$ cat src/rtl/select_pkg.sv
// Shared state encodings and the select-field width helper for the N-to-1 select pipe.
package select_pkg;

  typedef enum logic [1:0] {
    EMPTY = 2'b00,
    ONE   = 2'b01,
    TWO   = 2'b10
  } state_t;

  // Width of a channel index: max(1, ceil(log2(m)))
  function automatic int unsigned sel_width(input int unsigned m);
    int unsigned w;
    w = 1;
    for (int i = 1; i < 31; i++) begin
      if ((32'd1 << w) < m) w = w + 1;
    end
    return w;
  endfunction

endpackage

$ cat src/rtl/select_nto1.sv
// Purely combinational N-bit channel selector; out-of-range indices map to the last channel.
module select_nto1
  import select_pkg::*;
#(
  parameter  int unsigned N  = 233,
  parameter  int unsigned M  = 3,
  localparam int unsigned SW = sel_width(M)
) (
  input  logic [M*N-1:0] in_bus,
  input  logic [SW-1:0]  sel,
  output logic [N-1:0]   data_c
);

  // Default to the last channel so any index >= M-1 lands there
  always_comb begin
    data_c = in_bus[(M-1)*N +: N];
    for (int unsigned k = 0; k < M - 1; k++) begin
      if (sel == SW'(k)) data_c = in_bus[k*N +: N];
    end
  end

endmodule

$ cat src/rtl/select_pipe_nto1.sv
// N-to-1 operand select with a one-cycle registered output and a two-entry skid buffer.
module select_pipe_nto1
  import select_pkg::*;
#(
  parameter  int unsigned N  = 233,
  parameter  int unsigned M  = 3,
  localparam int unsigned SW = sel_width(M)
) (
  input  logic           CLK,
  input  logic           RST,
  input  logic [M*N-1:0] IN_BUS,
  input  logic [SW-1:0]  SEL,
  input  logic           IN_VALID,
  output logic           IN_READY,
  output logic [N-1:0]   OUT,
  output logic           OUT_VALID,
  input  logic           OUT_READY,
  output logic           SEL_ERR
);

  state_t         state;
  state_t         next_state;
  logic [N-1:0]   skid;
  logic [N-1:0]   sel_data_c;
  logic           sel_oor_c;
  logic           accept_c;
  logic           consume_c;
  logic           load_main_c;
  logic           load_skid_c;
  logic           main_from_skid_c;

  select_nto1 #(
    .N (N),
    .M (M)
  ) u_select (
    .in_bus (IN_BUS),
    .sel    (SEL),
    .data_c (sel_data_c)
  );

  assign sel_oor_c = ({1'b0, SEL} >= (SW+1)'(M));
  assign accept_c  = IN_VALID & IN_READY;
  assign consume_c = OUT_VALID & OUT_READY;

  // State register; handshake flags are flopped from next state so they carry no input paths
  always_ff @(posedge CLK or posedge RST) begin
    if (RST) begin
      state     <= EMPTY;
      IN_READY  <= 1'b1;
      OUT_VALID <= 1'b0;
    end else begin
      state     <= next_state;
      IN_READY  <= (next_state != TWO);
      OUT_VALID <= (next_state != EMPTY);
    end
  end

  // Next-state decode from occupancy and the two handshakes
  always_comb begin
    next_state = state;
    unique case (state)
      EMPTY: if (accept_c) next_state = ONE;
      ONE: begin
        if (accept_c && !consume_c)      next_state = TWO;
        else if (!accept_c && consume_c) next_state = EMPTY;
      end
      TWO:     if (consume_c) next_state = ONE;
      default: next_state = EMPTY;
    endcase
  end

  // Datapath load controls per state
  always_comb begin
    load_main_c      = 1'b0;
    load_skid_c      = 1'b0;
    main_from_skid_c = 1'b0;
    unique case (state)
      EMPTY: load_main_c = accept_c;
      ONE: begin
        load_main_c = accept_c & consume_c;
        load_skid_c = accept_c & ~consume_c;
      end
      TWO:     main_from_skid_c = consume_c;
      default: ;
    endcase
  end

  // Main/skid storage and the sticky out-of-range flag
  always_ff @(posedge CLK or posedge RST) begin
    if (RST) begin
      OUT     <= '0;
      skid    <= '0;
      SEL_ERR <= 1'b0;
    end else begin
      if (load_main_c)           OUT  <= sel_data_c;
      else if (main_from_skid_c) OUT  <= skid;
      if (load_skid_c)           skid <= sel_data_c;
      if (accept_c && sel_oor_c) SEL_ERR <= 1'b1;
    end
  end

endmodule

$ cat config.mk
export PLATFORM = sky130hd
export DESIGN_NAME = select_pipe_nto1
export DESIGN_NICKNAME = d
export VERILOG_FILES = /design/src/rtl/select_pkg.sv /design/src/rtl/select_nto1.sv /design/src/rtl/select_pipe_nto1.sv
export SDC_FILE = /design/constraint.sdc
export NUM_CORES = 1
export LEC_CHECK = 0
export CAP_MARGIN = 40
export CORE_AREA = 2 2 363 365
export CTS_CLUSTER_DIAMETER = 30
export DETAILED_ROUTE_END_ITERATION = 16
export DIE_AREA = 0 0 365 367
export GPL_TIMING_DRIVEN = 0
export PLACE_DENSITY = 0.49
export SYNTH_ARGS = -nofsm -noshare
export SYNTH_HDL_FRONTEND = slang
export SYNTH_SLANG_ARGS = --single-unit
$ cat constraint.sdc
create_clock -name CLK -period 18.15 [get_ports CLK]
set_input_delay 1.815 -clock CLK [delete_from_list [all_inputs] [get_ports CLK]]
set_output_delay 1.815 -clock CLK [all_outputs]
set_load 0.01 [all_outputs]
==> impl_metrics.py, run 1 <==
metrics = {
    "yosys": {
        "yosysSeqAreaShare": 0.418,
        "post-synth-top-count-cell": "dfrtp_1",
        "synth_largest_area_cell": "dfrtp_1",
        "synthFlopType": "dfrtp_1",
        "synth_nets": 3597,
        "syn_area_per_cell_sq_um": 9.74,
        "syn_area_sq_um": 28200,
        "synth_edf_count": 0,
        "yosysTopAreaCellShare": 0.417,
        "ys_seq_elements": 471,
        "netlist_instances": 2892,
        "synth.distinct_cells": 35,
        "synth_common_cells": "dfrtp_1, o21ai_0, o2111ai_1",
        "yosys_warnings": 0,
        "synthArstFlopShare": 1.00,
        "synth_top_cells_by_area": "dfrtp_1, o2111ai_1, mux2_2",
    },
    "sta": {
        "fmax_ghz": 0.220,
        "worst_pin_slew_ns": 1.06,
        "fin_crit_sh": 0.250,
        "whs_ns": 0.468,
        "skew_ns": 0.0281,
        "finalHoldViolations": 0,
        "timing.final.crit_period_ns": 4.54,
        "finalMaxSlewViolations": 0,
        "slew_headroom": 0.294,
        "rsz0062_at_grt": "no",
        "setup_tns_ns": 0,
        "setup_viol": 0,
        "finalWorstSetupSlack_ns": 13.61,
    },
    "placement": {
        "preCtsSetupSlack_ns": 12.76,
        "dp.cells": 5603,
        "placed_area_sq_um": 40000,
        "dp_hpwl_um": 127000,
        "gp_congestion": 0.884,
        "portBuffers": 938,
    },
    "worst_setup_path": {
        "crit_type": "in -> reg",
        "end_kind": "flop",
        "cp_data_required_time_ns": 18.79,
        "startpoint_type": "input port",
        "crit_fanout": 10,
        "critPathArrivalTime_ns": 5.17,
    },
    "final_layout": {
        "stdcell_area_sq_um": 44900,
        "final_cells": 5875,
        "syn2layout_area_growth_pct": 59.3,
        "drive_gt1_frac": 0.134,
        "layout.nets": 4703,
    },
    "die": {
        "die_h_um": 367,
        "fp.dieArea_sq_um": 134000,
        "num_io_pins": 941,
        "start_util": 0.216,
        "row_count": 133,
        "die_w_um": 365,
        "core_area_sq_um": 130000,
    },
    "cts": {
        "cts_max_level": 4,
        "cts.path.max_buffers": 3,
        "cts_setup_buffers": 0,
        "cts_resized": 0,
        "numCtsBuffers": 148,
        "hold_buffers": 0,
        "cts_sinks": 471,
        "clk_latency_ns": 0.72,
        "root_buffer": "clkbuf_16",
        "path_clk_slew_ns": 0.04,
        "cts_tree": "built",
    },
    "global_route": {
        "use_met1": 0.293,
        "grt_max_degree": 115,
        "met3_usage": 0.0668,
        "grt_use_total": 0.236,
        "met2_usage": 0.391,
        "grt_pass1_vias": 32100,
        "grt_most_used_layer": "met2",
        "grt_pass1_wl_um": 231000,
        "overflow": 0,
        "antenna_found_initial": 23,
    },
    "worst_hold_path": {
        "min_path_type": "reg -> reg",
    },
    "route": {
        "drt_iter0_drc": 2456,
        "postRouteAntennaNets": 0,
        "num_vias": 30800,
        "viasPerCell": 5.24,
        "drt-total-wl_um": 164000,
        "dr.pass1.iters": 5,
        "post_drt_wl_per_cell_um": 28.0,
        "drc": 0,
    },
    "status": {
        "status": "completed",
    },
    "flow_run": {
        "maxCapViolCount": 0,
    },
    "power": {
        "p_leak_nw": 16.7,
        "power.density_nw_per_um2": 174,
        "ir_drop_uv": 78.9,
    },
}
==> flip-flops by register name, indices dropped and copies added, names as in the netlist <==
register and count:
OUT_VALID 1, state 2, IN_READY 1, SEL_ERR 1
skid 233, OUT 233
==> cells by family (layout without fill, tap and decap cells) <==
kind of cell,Yosys count,after routing,share of synthesized area
compound gates,1288,1288,0.323
buf+inv,406,1624,0.0627
flops,471,471,0.418
mux,314,314,0.121
other cells,0,10,0
simple gates,413,413,0.0745
==> where the power goes <==
part           internal [W]  leakage (nW)  total, W  switching, W
registers           0.00160          5.61   0.00192      0.000322
clock network       0.00172          2.39   0.00247      0.000752
logic               0.00132          8.68   0.00340       0.00208
total               0.00464          16.7   0.00779       0.00316
==> layout by cell type (no fill, tap or decap), types with 3 or more instances in the layout <==
| cell type | count |
|---|---|
| a2111oi_0 | 216 |
| a31oi_1 | 203 |
| mux2_2 | 221 |
| buf_2 | 48 |
| clkinv_2 | 32 |
| o21ai_0 | 450 |
| mux2i_1 | 93 |
| a2111o_1 | 13 |
| buf_6 | 32 |
| nand2b_1 | 191 |
| buf_4 | 5 |
| buf_8 | 3 |
| bufinv_16 | 7 |
| clkbuf_1 | 352 |
| clkbuf_16 | 151 |
| clkbuf_2 | 5 |
| diode_2 | 10 |
| buf_16 | 4 |
| dfrtp_1 | 470 |
| clkdlybuf4s50_1 | 938 |
| nor2b_1 | 13 |
| inv_6 | 3 |
| a221o_1 | 5 |
| o2111ai_1 | 380 |
| buf_1 | 7 |
| nand2_1 | 198 |
| a21o_1 | 13 |
| and2_1 | 6 |
| inv_16 | 3 |
| clkbuf_8 | 29 |
==> through the flow <==
step / power, W / util
6_report: 0.00779 / 0.344
5_1_grt: 0.00821 / 0.344
4_1_cts: 0.00783 / 0.344
3_5_place_dp: 0.00532 / 0.307
3_3_place_gp: 0.00528 / 0.305
2_1_floorplan: 0.00350 / -
==> worst max-delay path: stages <==
cell	delay, ns
clkdlybuf4s50_1	0.51
a21bo_2	0.28
buf_4	0.35
buf_2	0.54
buf_4	0.45
clkbuf_1	0.65
o2111ai_1	0.30
a31oi_1	0.23
==> path summary, 6_finish.rpt <==
path                           start        end  slack (ns)  depth (start not counted)
max reg2reg                 state[0]    OUT[96]       14.76                          7
min                        skid[207]  skid[207]        0.47                          1
max                        OUT_READY    OUT[96]       13.61                          8
max in group asynchronous        RST    OUT[89]       15.04                          4
min reg2reg                skid[207]  skid[207]        0.47                          1
min in group asynchronous        RST  skid[166]        1.52                          2
==> layer usage <==
metal / part of all wire / routed length [um] / vias up
met3: 0.081 / 13300 / 286
met5: 0.00069 / 113 / -
met4: 0.034 / 5520 / 16
met1: 0.41 / 67000 / 15300
met2: 0.48 / 78300 / 1337
li1: - / - / 13800
==> cell type report <==
type	count	area, sq um
Fill cell	13600	85600
Sequential cell	471	11800
Antenna cell	10	25.0
Multi-Input combinational cell	2015	14600
Clock inverter	48	510
Tap cell	1755	2200
Inverter	2	15.0
Buffer	404	1770
Clock buffer	214	4310
Timing Repair Buffer	956	9660
Power figures use the tool's default switching activity.
==> run 2: changes to the inputs <==
==> constraint.sdc (replaced) <==
create_clock -name CLK -period 4.75 [get_ports CLK]
set_input_delay 0.475 -clock CLK [delete_from_list [all_inputs] [get_ports CLK]]
set_output_delay 0.475 -clock CLK [all_outputs]
set_load 0.01 [all_outputs]
==> impl_metrics.py, run 2 (synthesized netlist as in run 1, its figures left out) <==
metrics = {
    "worst_setup_path": {
        "reg2reg_slack_ns": 1.42,
        "end_kind": "flop",
        "startpoint_type": "flop",
        "startpoint": "state[0]",
        "rr_startpoint": "state[0]",
        "critPathArrivalTime_ns": 3.99,
        "crit_type": "reg -> reg",
        "crit_fanout": 10,
        "cp_data_required_time_ns": 5.41,
    },
    "cts": {
        "root_buffer": "clkbuf_16",
        "path_clk_slew_ns": 0.04,
        "cts_max_level": 4,
        "cts_resized": 0,
        "cts.path.max_buffers": 3,
        "cts_tree": "built",
        "numCtsBuffers": 154,
        "clk_latency_ns": 0.75,
        "hold_buffers": 0,
        "cts_setup_buffers": 0,
        "cts_sinks": 471,
    },
    "placement": {
        "placed_area_sq_um": 40300,
        "gp_congestion": 0.905,
        "dp_hpwl_um": 128000,
        "dp.cells": 5619,
        "portBuffers": 938,
    },
    "die": {
        "core_area_sq_um": 130000,
        "die_w_um": 365,
        "num_io_pins": 941,
        "die_h_um": 367,
        "row_count": 133,
        "fp.dieArea_sq_um": 134000,
        "start_util": 0.216,
    },
    "sta": {
        "worst_pin_slew_ns": 0.917,
        "slew_headroom": 0.388,
        "timing.final.crit_period_ns": 3.33,
        "skew_ns": 0.0242,
        "finalHoldViolations": 0,
        "rsz0062_at_grt": "no",
        "setup_tns_ns": 0,
        "fin_crit_sh": 0.701,
        "finalMaxSlewViolations": 0,
        "fmax_ghz": 0.300,
        "setup_viol": 0,
    },
    "global_route": {
        "overflow": 0,
        "antenna_found_initial": 24,
        "grt_pass1_wl_um": 233000,
        "grt_max_degree": 37,
        "grt_pass1_vias": 32000,
        "grt_use_total": 0.238,
    },
    "final_layout": {
        "largestRegisters": "OUT x233, skid x233, state x2",
        "drive_gt1_frac": 0.142,
        "syn2layout_area_growth_pct": 62.1,
        "mostFrequentLayoutCells": "clkdlybuf4s50_1, dfrtp_1, o21ai_0, o2111ai_1, clkbuf_1",
        "fill_cells": 13500,
        "stdcell_area_sq_um": 45700,
        "layout_commonest_cell": "clkdlybuf4s50_1",
        "layout.nets": 4725,
        "final_cells": 5902,
        "utilization": 0.350,
    },
    "route": {
        "drt_iter0_drc": 2746,
        "post_drt_wl_per_cell_um": 28.0,
        "postRouteAntennaNets": 0,
        "dr.pass1.iters": 6,
        "routed.top_layer": "met5",
        "drc": 0,
        "drt-total-wl_um": 165000,
        "wl_met2_um": 79000,
        "dr_wl_met3_um": 12400,
        "m1WireLength_um": 68200,
        "viasPerCell": 5.27,
        "num_vias": 31100,
    },
    "power": {
        "ir_drop_uv": 311,
        "power.density_nw_per_um2": 674,
        "totalPowerFinal_w": 0.0308,
        "p_leak_nw": 17.0,
    },
    "status": {
        "status": "completed",
    },
    "worst_hold_path": {
        "min_path_type": "in -> async",
    },
    "flow_run": {
        "maxCapViolCount": 0,
    },
}
-- run 2: metal layers --
layer,vias up,GRT usage
met5,-,0
met4,18,0.0832
met3,274,0.0605
met2,1326,0.394
met1,15600,0.299
li1,13900,-
-- run 2: layout make-up --
class	count	area [sq um]	share of cell area
multi-input combinational	2015	14600	0.320
inverter	2	11.3	0.000247
timing repair buffer	972	9930	0.217
clock inverter	53	756	0.0166
buffer	404	1770	0.0387
tap	1755	2200	0.0481
sequential	471	11800	0.258
clock buffer	223	4580	0.100
antenna	7	17.5	0.000384
-- run 2: path summary, 6_finish.rpt --
| path | endpoint | cells after the start |
|---|---|---|
| max | OUT[98] | 7 |
| min | skid[168] | 2 |
| max reg2reg | OUT[98] | 7 |
| min reg2reg | skid[207] | 1 |
| max in group asynchronous | skid[58] | 10 |
| min in group CLK | skid[229] | 3 |
-- run 2: worst max-delay path, stage by stage (launching register included) --
cell       delay, ns
dfrtp_1         0.41
a21bo_2         0.33
buf_4           0.38
buf_2           0.50
buf_4           0.39
clkbuf_1        0.68
o2111ai_1       0.30
a31oi_1         0.24
-- run 2: where the power goes --
group | switching, W | total, W | internal, W | leakage [nW]
Combinational | 0.00797 | 0.0130 | 0.00507 | 8.80
Clock | 0.00303 | 0.0104 | 0.00735 | 2.63
Sequential | 0.00127 | 0.00737 | 0.00610 | 5.61
Total | 0.0123 | 0.0308 | 0.0185 | 17.0
-- run 2: per-stage QoR --
step | setup slack, ns | hold slack, ns
after floorplan | -2.10 | 0.443
after detailed placement | 0.822 | 0.459
after CTS | 1.32 | 0.132
after global placement | -6.24 | 0.453
final | 1.42 | 0.154
after global routing | 1.25 | 0.192
==> run 3: changes to the inputs <==
--- a/config.mk
+++ b/config.mk
@@ -6,12 +6,12 @@
 export NUM_CORES = 1
 export LEC_CHECK = 0
 export CAP_MARGIN = 40
-export CORE_AREA = 2 2 363 365
+export CORE_AREA = 2 2 362 364
 export CTS_CLUSTER_DIAMETER = 30
 export DETAILED_ROUTE_END_ITERATION = 16
-export DIE_AREA = 0 0 365 367
+export DIE_AREA = 0 0 364 366
 export GPL_TIMING_DRIVEN = 0
-export PLACE_DENSITY = 0.49
+export PLACE_DENSITY = 0.51
 export SYNTH_ARGS = -nofsm -noshare
 export SYNTH_HDL_FRONTEND = slang
 export SYNTH_SLANG_ARGS = --single-unit
==> constraint.sdc (replaced) <==
create_clock -name CLK -period 2.8 [get_ports CLK]
set_input_delay 0.28 -clock CLK [delete_from_list [all_inputs] [get_ports CLK]]
set_output_delay 0.28 -clock CLK [all_outputs]
set_load 0.01 [all_outputs]
==> impl_metrics.py, run 3 (synthesized netlist as in run 1, its figures left out) <==
metrics = {
    "status": {
        "status": "completed",
    },
    "worst_setup_path": {
        "critPathArrivalTime_ns": 3.38,
        "startpoint_type": "flop",
        "crit_slowest_cell": "dfstp_2",
        "cp_data_required_time_ns": 3.45,
        "r2r_cells": 7,
        "rr_startpoint": "IN_READY",
        "end_kind": "flop",
        "crit_top_cell": "buf_4",
        "reg2reg_to": "OUT[13]",
        "max_stage_delay_ns": 0.62,
        "crit_fanout": 10,
        "worstPathCellList": "and3b_1 > buf_4 > buf_4 > buf_4 > clkbuf_1 > o2111ai_1 > a31oi_1",
        "crit_type": "reg -> reg",
        "reg2reg_slack_ns": 0.07,
    },
    "route": {
        "dr.pass1.iters": 5,
        "drc": 0,
        "drt-total-wl_um": 163000,
        "viasPerCell": 5.27,
        "post_drt_wl_per_cell_um": 27.8,
        "postRouteAntennaNets": 0,
        "drt_iter0_drc": 2495,
        "num_vias": 31000,
    },
    "power": {
        "totalPowerFinal_w": 0.0509,
        "power.density_nw_per_um2": 1120,
        "ir_drop_uv": 495,
        "p_leak_nw": 17.0,
    },
    "cts": {
        "root_buffer": "clkbuf_16",
        "numCtsBuffers": 145,
        "path_clk_slew_ns": 0.04,
        "cts_max_level": 4,
        "cts_resized": 23,
        "cts.path.max_buffers": 3,
        "cts_tree": "built",
        "cts_sinks": 471,
        "hold_buffers": 0,
        "clk_latency_ns": 0.73,
        "cts_setup_buffers": 0,
    },
    "global_route": {
        "antenna_found_initial": 22,
        "grt_use_total": 0.237,
        "grt_pass1_vias": 32200,
        "grt_pass1_wl_um": 232000,
        "overflow": 0,
        "grt_max_degree": 36,
    },
    "final_layout": {
        "largestRegisters": "OUT x233, skid x233, state x2",
        "layout_commonest_cell": "clkdlybuf4s50_1",
        "layout.nets": 4710,
        "mostFrequentLayoutCells": "clkdlybuf4s50_1, dfrtp_1, o21ai_0, o2111ai_1, clkbuf_1",
        "final_cells": 5868,
        "syn2layout_area_growth_pct": 60.8,
        "drive_gt1_frac": 0.148,
        "fill_cells": 13200,
    },
    "sta": {
        "skew_ns": 0.0281,
        "finalMaxSlewViolations": 0,
        "rsz0062_at_grt": "no",
        "finalHoldViolations": 0,
        "fmax_ghz": 0.366,
        "setup_tns_ns": 0,
        "setup_viol": 0,
        "whs_ns": 0.0480,
        "timing.final.crit_period_ns": 2.73,
        "worst_pin_slew_ns": 0.859,
        "slew_headroom": 0.411,
        "finalWorstSetupSlack_ns": 0.0709,
        "fin_crit_sh": 0.975,
    },
    "die": {
        "row_count": 132,
        "fp.dieArea_sq_um": 133000,
        "start_util": 0.218,
        "num_io_pins": 941,
        "die_h_um": 366,
        "core_area_sq_um": 129000,
        "die_w_um": 364,
    },
    "worst_hold_path": {
        "min_path_type": "in -> async",
    },
    "flow_run": {
        "maxCapViolCount": 0,
    },
    "placement": {
        "dp.cells": 5604,
        "preCtsSetupSlack_ns": -0.973,
        "gp_congestion": 0.914,
        "dp_hpwl_um": 129000,
        "portBuffers": 938,
    },
}
## run 3: power breakdown
group | total [W] | internal (W) | switching [W]
combinational | 0.0222 | 0.00869 | 0.0135
clock | 0.0164 | 0.0113 | 0.00506
sequential | 0.0124 | 0.0104 | 0.00202
## run 3: worst max path at each step
stage	startpoint	end	slack (ns)	depth (start not counted)
4_1_cts	IN_READY	OUT[143]	0.03	7
3_3_place_gp	RST	skid[55]	-7.81	2
6_report	IN_READY	OUT[13]	0.07	7
5_1_grt	IN_READY	skid[96]	0.001	8
3_5_place_dp	OUT_READY	OUT[101]	-0.97	8
2_1_floorplan	RST	OUT[0]	-3.86	1
## run 3: worst max-delay path: cells and delay by family, from the launching register on
kind                   cells  cell delay [ns]
AO/OA/AOI/OAI              2             0.52
buffers and inverters      4             1.29
AND/OR/NAND/NOR            1             0.18
flip-flops                 1             0.62
## run 3: metrics by stage
| step | utilization | area, sq um |
|---|---|---|
| floorplan | - | 28200 |
| global placement | 0.308 | 39700 |
| detailed placement | 0.312 | 40300 |
| CTS | 0.351 | 45300 |
| global route | 0.351 | 45300 |
| finish | 0.351 | 45300 |
## run 3: layer usage
| metal | global-route usage | wire length [um] | up-vias |
|---|---|---|---|
| li1 | - | - | 13800 |
| met1 | 0.293 | 67200 | 15500 |
| met2 | 0.387 | 77000 | 1351 |
| met3 | 0.0713 | 13000 | 293 |
| met4 | 0.0875 | 5820 | 10 |
| met5 | 0 | 57 | - |
## run 3: final cells by class
cell class / count / area (sq um) / area share
repair buffers: 970 / 9940 / 0.219
flip-flops and latches: 471 / 11800 / 0.260
well taps: 1742 / 2180 / 0.0481
inverters: 2 / 11.3 / 0.000249
plain buffers: 400 / 1820 / 0.0402
diodes: 4 / 10.0 / 0.000221
multi-input cells: 2015 / 14600 / 0.323
clock buffers: 207 / 4220 / 0.0932
clock inverters: 57 / 718 / 0.0159
